===== config.mk =====
export PLATFORM = sky130hd
export DESIGN_NAME = rv_sdram_bridge_flat
export DESIGN_NICKNAME = d
export VERILOG_FILES = /design/src/rtl/rv_sdram_bridge_if.sv /design/src/rtl/rv_sdram_bridge.sv /design/src/flat_wrapper.sv
export SDC_FILE = /design/constraint.sdc
export NUM_CORES = 1
export LEC_CHECK = 0
export ABC_AREA = 1
export CAP_MARGIN = 20
export CORE_UTILIZATION = 48
export CTS_CLUSTER_DIAMETER = 40
export DETAILED_ROUTE_END_ITERATION = 8
export GPL_ROUTABILITY_DRIVEN = 0
export PLACE_DENSITY = 0.92
export SLEW_MARGIN = 5
export SYNTH_ARGS = -nofsm -noshare
export SYNTH_HDL_FRONTEND = slang
export SYNTH_SLANG_ARGS = --single-unit
export TNS_END_PERCENT = 50

===== constraint.sdc =====
create_clock -name i_clk -period 3.52 [get_ports i_clk]
set_clock_uncertainty 0.15 [all_clocks]
set_input_delay 0.528 -clock i_clk [delete_from_list [all_inputs] [get_ports i_clk]]
set_output_delay 0.528 -clock i_clk [all_outputs]
set_load 0.02 [all_outputs]

===== src/rtl/rv_sdram_bridge_if.sv =====
// Bus bundle between the RISC-V native memory port, the bridge and the
// sdram_nes RV toggle port. The bridge uses the slave view; the CPU and
// controller side uses the master view.
interface rv_sdram_bridge_if;
   // CPU native memory bus
   logic        i_mem_valid;
   logic [22:0] i_mem_addr;
   logic [31:0] i_mem_wdata;
   logic [3:0]  i_mem_wstrb;
   logic        o_mem_ready;
   logic [31:0] o_mem_rdata;
   logic        o_timeout;
   // SDRAM controller RV toggle port
   logic [22:0] o_rv_addr;
   logic        o_rv_word;
   logic [31:0] o_rv_wdata;
   logic [1:0]  o_rv_ds;
   logic [3:0]  o_rv_wstrb;
   logic        o_rv_req;
   logic        i_rv_req_ack;
   logic [15:0] i_rv_dout;

   modport slave (
      input  i_mem_valid, i_mem_addr, i_mem_wdata, i_mem_wstrb,
      input  i_rv_req_ack, i_rv_dout,
      output o_mem_ready, o_mem_rdata, o_timeout,
      output o_rv_addr, o_rv_word, o_rv_wdata, o_rv_ds, o_rv_wstrb, o_rv_req
   );

   modport master (
      output i_mem_valid, i_mem_addr, i_mem_wdata, i_mem_wstrb,
      output i_rv_req_ack, i_rv_dout,
      input  o_mem_ready, o_mem_rdata, o_timeout,
      input  o_rv_addr, o_rv_word, o_rv_wdata, o_rv_ds, o_rv_wstrb, o_rv_req
   );
endinterface


===== src/rtl/rv_sdram_bridge.sv =====
// 32-bit RISC-V memory bus to 16-bit toggle-handshake SDRAM port bridge.
// Each CPU access becomes one or two 16-bit halves (low first), with a
// per-half watchdog that aborts with all-ones data and a timeout pulse.
module rv_sdram_bridge #(
   parameter int TIMEOUT_CYCLES = 1023
) (
   input logic              i_clk,
   input logic              i_resetn,
   rv_sdram_bridge_if.slave bus
);
   localparam int               CNT_W     = $clog2(TIMEOUT_CYCLES + 1);
   localparam logic [CNT_W-1:0] CNT_LIMIT = CNT_W'(TIMEOUT_CYCLES);

   typedef enum logic [1:0] {IDLE, LO, HI, RESP} state_t;

   state_t           state;
   logic [CNT_W-1:0] wd_cnt;
   logic             is_write;
   logic             acked;
   logic             expired;

   // Latched strobes decide read/write for the whole transaction; a half is
   // done once the ack toggle has caught up with our request toggle.
   assign is_write = |bus.o_rv_wstrb;
   assign acked    = (bus.i_rv_req_ack == bus.o_rv_req);
   assign expired  = (wd_cnt == CNT_LIMIT);

   // Transaction sequencer: accept, issue low/high halves, watchdog, respond.
   always_ff @(posedge i_clk or negedge i_resetn) begin
      if (!i_resetn) begin
         state           <= IDLE;
         wd_cnt          <= '0;
         bus.o_mem_ready <= 1'b0;
         bus.o_mem_rdata <= '0;
         bus.o_timeout   <= 1'b0;
         bus.o_rv_addr   <= '0;
         bus.o_rv_word   <= 1'b0;
         bus.o_rv_wdata  <= '0;
         bus.o_rv_ds     <= '0;
         bus.o_rv_wstrb  <= '0;
         bus.o_rv_req    <= 1'b0;
      end else begin
         bus.o_mem_ready <= 1'b0;
         bus.o_timeout   <= 1'b0;
         case (state)
            IDLE: begin
               if (bus.o_rv_req != bus.i_rv_req_ack) begin
                  // Realign after an aborted half (or a late ack) before
                  // starting anything new.
                  bus.o_rv_req <= bus.i_rv_req_ack;
               end else if (bus.i_mem_valid && !bus.o_mem_ready) begin
                  bus.o_rv_addr  <= bus.i_mem_addr & ~23'd3;
                  bus.o_rv_wdata <= bus.i_mem_wdata;
                  bus.o_rv_wstrb <= bus.i_mem_wstrb;
                  bus.o_rv_req   <= ~bus.o_rv_req;
                  wd_cnt         <= '0;
                  if ((bus.i_mem_wstrb != 4'b0000) && (bus.i_mem_wstrb[1:0] == 2'b00)) begin
                     state       <= HI;
                     bus.o_rv_word <= 1'b1;
                     bus.o_rv_ds   <= bus.i_mem_wstrb[3:2];
                  end else begin
                     state       <= LO;
                     bus.o_rv_word <= 1'b0;
                     bus.o_rv_ds   <= (bus.i_mem_wstrb == 4'b0000) ? 2'b11 : bus.i_mem_wstrb[1:0];
                  end
               end
            end
            LO: begin
               if (acked) begin
                  if (!is_write) begin
                     bus.o_mem_rdata[15:0] <= bus.i_rv_dout;
                  end
                  if (is_write && (bus.o_rv_wstrb[3:2] == 2'b00)) begin
                     state           <= RESP;
                     bus.o_mem_ready <= 1'b1;
                  end else begin
                     state         <= HI;
                     bus.o_rv_req  <= ~bus.o_rv_req;
                     bus.o_rv_word <= 1'b1;
                     bus.o_rv_ds   <= is_write ? bus.o_rv_wstrb[3:2] : 2'b11;
                     wd_cnt        <= '0;
                  end
               end else if (expired) begin
                  state           <= RESP;
                  bus.o_mem_ready <= 1'b1;
                  bus.o_timeout   <= 1'b1;
                  bus.o_mem_rdata <= 32'hFFFF_FFFF;
               end else begin
                  wd_cnt <= wd_cnt + CNT_W'(1);
               end
            end
            HI: begin
               if (acked) begin
                  if (!is_write) begin
                     bus.o_mem_rdata[31:16] <= bus.i_rv_dout;
                  end
                  state           <= RESP;
                  bus.o_mem_ready <= 1'b1;
               end else if (expired) begin
                  state           <= RESP;
                  bus.o_mem_ready <= 1'b1;
                  bus.o_timeout   <= 1'b1;
                  bus.o_mem_rdata <= 32'hFFFF_FFFF;
               end else begin
                  wd_cnt <= wd_cnt + CNT_W'(1);
               end
            end
            RESP: begin
               state <= IDLE;
            end
            default: begin
               state <= IDLE;
            end
         endcase
      end
   end
endmodule


===== src/flat_wrapper.sv =====
// flat-port wrapper written by rule: the top's interface ports become plain ports
module rv_sdram_bridge_flat 
#(
   parameter int TIMEOUT_CYCLES = 1023
)
  (i_clk, i_resetn, bus_i_mem_valid, bus_i_mem_addr, bus_i_mem_wdata, bus_i_mem_wstrb, bus_i_rv_req_ack, bus_i_rv_dout, bus_o_mem_ready, bus_o_mem_rdata, bus_o_timeout, bus_o_rv_addr, bus_o_rv_word, bus_o_rv_wdata, bus_o_rv_ds, bus_o_rv_wstrb, bus_o_rv_req);
  rv_sdram_bridge_if bus_i ();
  input logic i_clk;
  input logic i_resetn;
  input wire logic [$bits(bus_i.i_mem_valid)-1:0] bus_i_mem_valid;
  input wire logic [$bits(bus_i.i_mem_addr)-1:0] bus_i_mem_addr;
  input wire logic [$bits(bus_i.i_mem_wdata)-1:0] bus_i_mem_wdata;
  input wire logic [$bits(bus_i.i_mem_wstrb)-1:0] bus_i_mem_wstrb;
  input wire logic [$bits(bus_i.i_rv_req_ack)-1:0] bus_i_rv_req_ack;
  input wire logic [$bits(bus_i.i_rv_dout)-1:0] bus_i_rv_dout;
  output wire logic [$bits(bus_i.o_mem_ready)-1:0] bus_o_mem_ready;
  output wire logic [$bits(bus_i.o_mem_rdata)-1:0] bus_o_mem_rdata;
  output wire logic [$bits(bus_i.o_timeout)-1:0] bus_o_timeout;
  output wire logic [$bits(bus_i.o_rv_addr)-1:0] bus_o_rv_addr;
  output wire logic [$bits(bus_i.o_rv_word)-1:0] bus_o_rv_word;
  output wire logic [$bits(bus_i.o_rv_wdata)-1:0] bus_o_rv_wdata;
  output wire logic [$bits(bus_i.o_rv_ds)-1:0] bus_o_rv_ds;
  output wire logic [$bits(bus_i.o_rv_wstrb)-1:0] bus_o_rv_wstrb;
  output wire logic [$bits(bus_i.o_rv_req)-1:0] bus_o_rv_req;
  assign bus_i.i_mem_valid = bus_i_mem_valid;
  assign bus_i.i_mem_addr = bus_i_mem_addr;
  assign bus_i.i_mem_wdata = bus_i_mem_wdata;
  assign bus_i.i_mem_wstrb = bus_i_mem_wstrb;
  assign bus_i.i_rv_req_ack = bus_i_rv_req_ack;
  assign bus_i.i_rv_dout = bus_i_rv_dout;
  assign bus_o_mem_ready = bus_i.o_mem_ready;
  assign bus_o_mem_rdata = bus_i.o_mem_rdata;
  assign bus_o_timeout = bus_i.o_timeout;
  assign bus_o_rv_addr = bus_i.o_rv_addr;
  assign bus_o_rv_word = bus_i.o_rv_word;
  assign bus_o_rv_wdata = bus_i.o_rv_wdata;
  assign bus_o_rv_ds = bus_i.o_rv_ds;
  assign bus_o_rv_wstrb = bus_i.o_rv_wstrb;
  assign bus_o_rv_req = bus_i.o_rv_req;
  rv_sdram_bridge #(.TIMEOUT_CYCLES(TIMEOUT_CYCLES)) u_core (.i_clk(i_clk), .i_resetn(i_resetn), .bus(bus_i));
endmodule

==> results of run 1 <==
[power groups by stage]
stage | registers (mW) | clock network, mW | logic (mW)
floorplan | 2.72 | 0 | 1.56
global placement | 2.08 | 0 | 3.57
detailed placement | 2.13 | 0 | 3.68
CTS | 2.11 | 0.788 | 3.70
global route | 2.17 | 0.830 | 3.97
finish | 2.11 | 0.767 | 3.68
[flip-flops by register name, summed over array words and instances (netlist names)]
register	flops
u_core.bus.o_mem_rdata	32
u_core.bus.o_rv_word	1
u_core.bus.o_mem_ready	1
u_core.state	2
u_core.bus.o_rv_wdata	32
u_core.wd_cnt	10
u_core.bus.o_rv_addr	21
u_core.bus.o_rv_ds	2
u_core.bus.o_rv_req	1
u_core.bus.o_rv_wstrb	4
u_core.bus.o_timeout	1
[final timing paths]
check,start,to,slack [ns],depth (start not counted)
hold reg to reg,u_core.bus.o_rv_wdata[8],u_core.bus.o_rv_wdata[8],0.36,1
hold / removal,i_resetn,u_core.bus.o_rv_wdata[14],0.01,1
max in group asynchronous,i_resetn,u_core.bus.o_rv_wdata[17],2.46,2
setup reg to reg,u_core.wd_cnt[0],u_core.bus.o_mem_rdata[20],1.18,7
setup / recovery,bus_i_rv_req_ack,u_core.bus.o_mem_rdata[20],0.97,9
min in group i_clk,u_core.bus.o_rv_wdata[8],u_core.bus.o_rv_wdata[8],0.36,1
[cell type report]
class	instances	area, µm²	area share [%]
sequential	107	2678	38.93
multi-input combinational	264	1803	26.21
timing repair buffer	173	1749	25.43
inverter	74	280.3	4.075
tap	133	166.4	2.420
clock buffer	12	155.1	2.256
clock inverter	3	46.29	0.6731
[kinds of logic after synthesis]
kind of cell	Yosys count	synth area share, %
AO/OA/AOI/OAI	65	7.950
XOR/XNOR	2	0.3602
adder cells (fa/ha/maj)	7	1.801
buffers and inverters	88	7.949
flip-flops	107	55.06
multiplexers	53	12.27
other	1	0.07711
AND/OR/NAND/NOR	135	14.54
[metal layers]
layer	track usage, %	wire (µm)	vias up
li1	-	-	1819
met1	26.50	4687	1842
met2	41.03	6248	160
met3	5.017	765	26
met4	7.912	263	0
met5	0	0	-
[per-stage QoR]
step	instances	util (%)	hold WS, ns	area (µm²)
global placement	751	67.99	0.3348	6676
finish	766	70.04	0.01200	6878
global route	766	70.04	0.03852	6878
CTS	766	70.04	0.02790	6878
floorplan	459	-	0.08241	4867
detailed placement	751	67.99	0.3421	6676
[cells in the mapped netlist (all sizes together) (2+ instances only)]
library cell / count
nand2: 52
inv: 74
o21ai: 23
nor3: 20
a32oi: 2
ha: 7
a21oi: 36
nand4: 4
mux2: 53
nand3: 12
o211ai: 2
xor2: 2
nor2: 45
dfrtp: 107
buf: 13
[worst max-delay path: stages]
cell and delay, ns:
clkdlybuf4s50_1 0.48, inv_1 0.06, ha_1 0.41, nor2_4 0.22
inv_4 0.14, nor2_1 0.16, nor2_2 0.06, o21ai_2 0.37
a21oi_1 0.16
==> summary.md, run 1 <==
| Metric | Value |
|---|---|
| Die H | `102.7 µm` |
| Post-CTS setup buffers | `0` |
| Design Power | `6.551 mW` |
| CTS Root Cell | `clkbuf_8` |
| All-Layer GR Usage | `22.70%` |
| Initial antenna violation count | `0` |
| Syn Std Cell Area | `0.004863 mm²` |
| Antenna-violating nets left | `0` |
| Synth warn | `0` |
| Register area share after synthesis | `55.06%` |
| Reg power frac | `32.2%` |
| Largest net degree at the start of global routing | `63` |
| Global-route wire length before repair | `18.40 mm` |
| Pint | `3.806 mW` |
| Final worst-path cycle share | `72.54%` |
| Worst setup EP type | `flip-flop` |
| Vias | `3847` |
| Final Setup Violations | `0` |
| Post-CTS sizing | `0` |
| Net switching power | `2.745 mW` |
| Die Wd | `102.7 µm` |
| Leakage power | `3.123 nW` |
| Final WL | `11.96 mm` |
| Core area | `0.009819 mm²` |
| Num ports | `176` |
| Worst skew pair latency | `0.36 ns` |
| Crit path max fanout | `18` |
| CTS clock-pin slew for the worst setup and hold paths | `0.10 ns` |
| Total congestion overflow | `0` |
| Share of layout cells above drive strength 1 | `18.33%` |
| Sw Ratio | `41.90%` |
| Drt pass-1 iters | `4` |
| DRC | `0` |
| Commonest non-fill, non-tap cell in the layout | `clkdlybuf4s50_1` |
| Synth cell types | `36` |
| RSZ-0062 raised after global routing | `no` |
| Synth Flop Type | `dfrtp_1` |
| Final nets | `715` |
| Maxcap violations | `0` |
| Num rows | `36` |
| Vias in the first global route | `3873` |
| Fill cells | `707` |
| Die area | `0.01054 mm²` |
| Rel. slew slack | `35.50%` |
| Antenna diodes | `0` |
| Hold_buf cts | `0` |
| FFs w/ async S/R, synth | `100.0%` |
| Minimum clock period | `2.553 ns` |
| Synth Area per Inst | `10.62 µm²` |
| Final Hold Vio Count | `0` |
| Clock Sinks | `107` |
| Iter 0 DRT Violations | `200` |
| Critical path arrival | `2.60 ns` |
| Slew Limit Fails | `0` |
| Maximum VDD drop | `0.5735 mV` |
| Via density | `5.022` |
| Post-synthesis instance total | `458` |
| Initial Utilization | `49.53%` |
| H-tree Lvls | `3` |
| Startpoint Class | `input pin` |
| Post-synth top area share | `55.06%` |
| CTS Buf Count | `9` |
| Pre-CTS WS | `0.6000 ns` |
| Fmax | `391.6 MHz` |
| EDFF count, synth | `0` |
| Top cells by area, synth | `dfrtp_1 55%, mux2_2 12%, inv_1 5.2%` |
| Slew @ Worst Pin | `0.9674 ns` |
| Post-DP HPWL | `8.854 mm` |
| Hold Crit Class | `in2async` |
| Worst Path Required | `3.56 ns` |
| Cell taking the most area after synthesis | `dfrtp_1` |
| Power share of the clock group | `11.7%` |
| CTS tree | `yes` |
| Cell Pwr Density | `952.5 mW/mm²` |
| Fin worst setup slack | `0.9667 ns` |
| Port buffer count | `171` |
| Crit Path Class | `in2reg` |
| Yosys reg bits | `107` |
| Status | `completed` |
| Maximum clock path buffer count | `2` |
| Synth-to-Final Area Change | `41.42%` |
| Comb power frac | `56.1%` |
| Most frequent cells in the layout | `170 x clkdlybuf4s50_1, 107 x dfrtp_1, 68 x inv_1, 53 x mux2_2, 50 x nand2_1` |
| Routed length per instance | `15.62 µm` |
| Setup TNS | `0 ns` |
No activity file was read; power rests on OpenSTA's default activity.
==> inputs of run 2 (changes only) <==
- CORE_UTILIZATION: 48 -> 45
- PLACE_DENSITY: 0.92 -> 0.88
- clock period: 3.52 -> 2.55 ns (I/O delays scaled with it)
==> summary.md, run 2 (synthesis results as in run 1) <==
| Metric | Value |
|---|---|
| Post-DP HPWL | `8.767 mm` |
| Final nets | `727` |
| CTS Root Cell | `clkbuf_8` |
| Critical path depth | `11` |
| CP most frequent cell | `nor2_2` |
| Top routing layer used | `met4` |
| Final Setup Violations | `0` |
| RSZ-0062 raised after global routing | `no` |
| Startpoint Class | `input pin` |
| Cell Pwr Density | `1333 mW/mm²` |
| Global-route wire length before repair | `19.37 mm` |
| Core area | `0.01042 mm²` |
| Slew @ Worst Pin | `0.5273 ns` |
| CTS clock-pin slew for the worst setup and hold paths | `0.10 ns` |
| Die H | `106.0 µm` |
| Critical-path cell list | `clkdlybuf4s50_1 > inv_1 > ha_1 > nor2_4 > nor2_2 > inv_2 > nor2_2 > nand2_2 > nor2_2 > inv_1 > o22ai_1` |
| Reg area | `0.002678 mm²` |
| WL met3 | `657 µm` |
| Largest net degree at the start of global routing | `62` |
| Initial Utilization | `46.69%` |
| Antenna diodes | `0` |
| Fin area | `0.007023 mm²` |
| Maxcap violations | `0` |
| Port buffer count | `171` |
| Maximum VDD drop | `0.8215 mV` |
| Fill cells | `788` |
| Die Wd | `106.0 µm` |
| DRC | `0` |
| CTS tree | `yes` |
| Routed length per instance | `15.21 µm` |
| WHS | `0.3620 ns` |
| Leakage power | `3.197 nW` |
| Area of the multi-input gates | `0.001803 mm²` |
| Critical Path End | `u_core.wd_cnt[8]` |
| Share of layout cells above drive strength 1 | `19.81%` |
| Reg2reg end | `u_core.wd_cnt[8]` |
| Initial antenna violation count | `0` |
| Num ports | `176` |
| Critical path arrival | `2.35 ns` |
| Minimum clock period | `2.219 ns` |
| Fmax | `450.7 MHz` |
| Reg-to-Reg Start | `u_core.bus.o_rv_req` |
| Largest regs | `u_core.bus.o_mem_rdata: 32 flops, u_core.bus.o_rv_wdata: 32 flops, u_core.bus.o_rv_addr: 21 flops` |
| Critical path buffers and inverters | `4` |
| Vias | `3883` |
| Rel. slew slack | `64.85%` |
| Via density | `4.965` |
| Status | `completed` |
| R2r worst-path depth | `10` |
| R2R setup slack | `0.38 ns` |
| Die area | `0.01123 mm²` |
| DRT met1 WL | `5.027 mm` |
| All-Layer GR Usage | `21.91%` |
| Vias in the first global route | `4053` |
| Drt pass-1 iters | `4` |
| Post-CTS sizing | `0` |
| Final worst-path cycle share | `87.02%` |
| Total congestion overflow | `0` |
| Commonest non-fill, non-tap cell in the layout | `clkdlybuf4s50_1` |
| CTS Buf Count | `9` |
| Most frequent cells in the layout | `170 x clkdlybuf4s50_1, 107 x dfrtp_1, 68 x inv_1, 53 x mux2_2, 50 x nand2_1` |
| Hold Path Origin | `u_core.bus.o_rv_addr[12]` |
| Top delay family on crit path | `buffers and inverters` |
| Slew Limit Fails | `0` |
| Post-CTS setup buffers | `0` |
| Maximum clock path buffer count | `2` |
| Crit path max fanout | `7` |
| Synth-to-Final Area Change | `44.40%` |
| Worst setup EP type | `flip-flop` |
| Final WL | `11.90 mm` |
| Final Hold Vio Count | `0` |
| Worst skew pair latency | `0.37 ns` |
| Num rows | `37` |
| CP max stage delay | `0.48 ns` |
| Clock Sinks | `107` |
| Antenna-violating nets left | `0` |
| Crit Path Class | `in2reg` |
| Critical Path Source | `bus_i_rv_req_ack` |
| Placed instance area | `0.006788 mm²` |
| Worst Path Required | `2.68 ns` |
| H-tree Lvls | `3` |
| Routed wl met2 | `5.961 mm` |
| Iter 0 DRT Violations | `176` |
| Critical-path top delay cell | `clkdlybuf4s50_1` |
| Hold Crit Class | `reg2reg` |
[run 2: cell count changes in the layout (fill, tap and decap cells not counted)]
cell           previous run  this run
dlygate4sd3_1             0         1
buf_12                    2         4
buf_4                     1        10
clkbuf_8                 11        10
clkinvlp_4                1         2
bufinv_16                 1         2
[run 2: power by group]
part / internal [mW] / switching, mW
registers: 2.47 / 0.426
clock network: 0.584 / 0.572
logic: 2.48 / 2.84
[run 2: area by class of cell]
cell class / instances / share of cell area (%)
sequential: 107 / 38.13
timing repair buffer: 185 / 26.58
multi-input combinational: 264 / 25.67
inverter: 74 / 3.991
tap: 136 / 2.423
clock buffer: 11 / 2.013
clock inverter: 5 / 1.194
[run 2: worst min path at each step]
stage | to | slack [ns] | cells after the start
after global placement | u_core.bus.o_rv_addr[17] | 0.24 | 1
after CTS | u_core.bus.o_rv_addr[17] | 0.37 | 1
after floorplan | u_core.bus.o_mem_rdata[0] | -0.06 | 0
after global routing | u_core.bus.o_rv_wdata[20] | 0.38 | 1
after detailed placement | u_core.bus.o_rv_addr[17] | 0.25 | 1
final | u_core.bus.o_rv_addr[12] | 0.36 | 1
[run 2: per-stage QoR]
stage               total power [mW]  setup slack [ns]  util [%]  instances  TNS (ns)
floorplan                      5.910            0.5215         -        459         0
global placement               8.044           0.02510     65.17        765         0
detailed placement             8.248          -0.01764     65.17        765  -0.02995
CTS                            9.417            0.3615     67.42        782         0
global route                   9.940            0.1897     67.42        782         0
finish                         9.361            0.3310     67.42        782         0
[run 2: what timing repair did]
| item | CTS | global route |
|---|---|---|
| hold buffers | 1 | 0 |
| endpoints found under the setup margin | 0 | 0 |
| hold endpoints to repair | 36 | 0 |
[run 2: routing by layer]
metal / global-route usage, % / up-vias
met5: 0 / -
li1: - / 1836
met1: 26.98 / 1868
met3: 4.721 / 19
met4: 7.540 / 0
met2: 38.10 / 160
==> inputs of run 3 (changes only) <==
- SKIP_LAST_GASP: default -> 1
==> results of run 3 <==
Same layout as run 2: the final DEF is identical, and so are final timing and power.
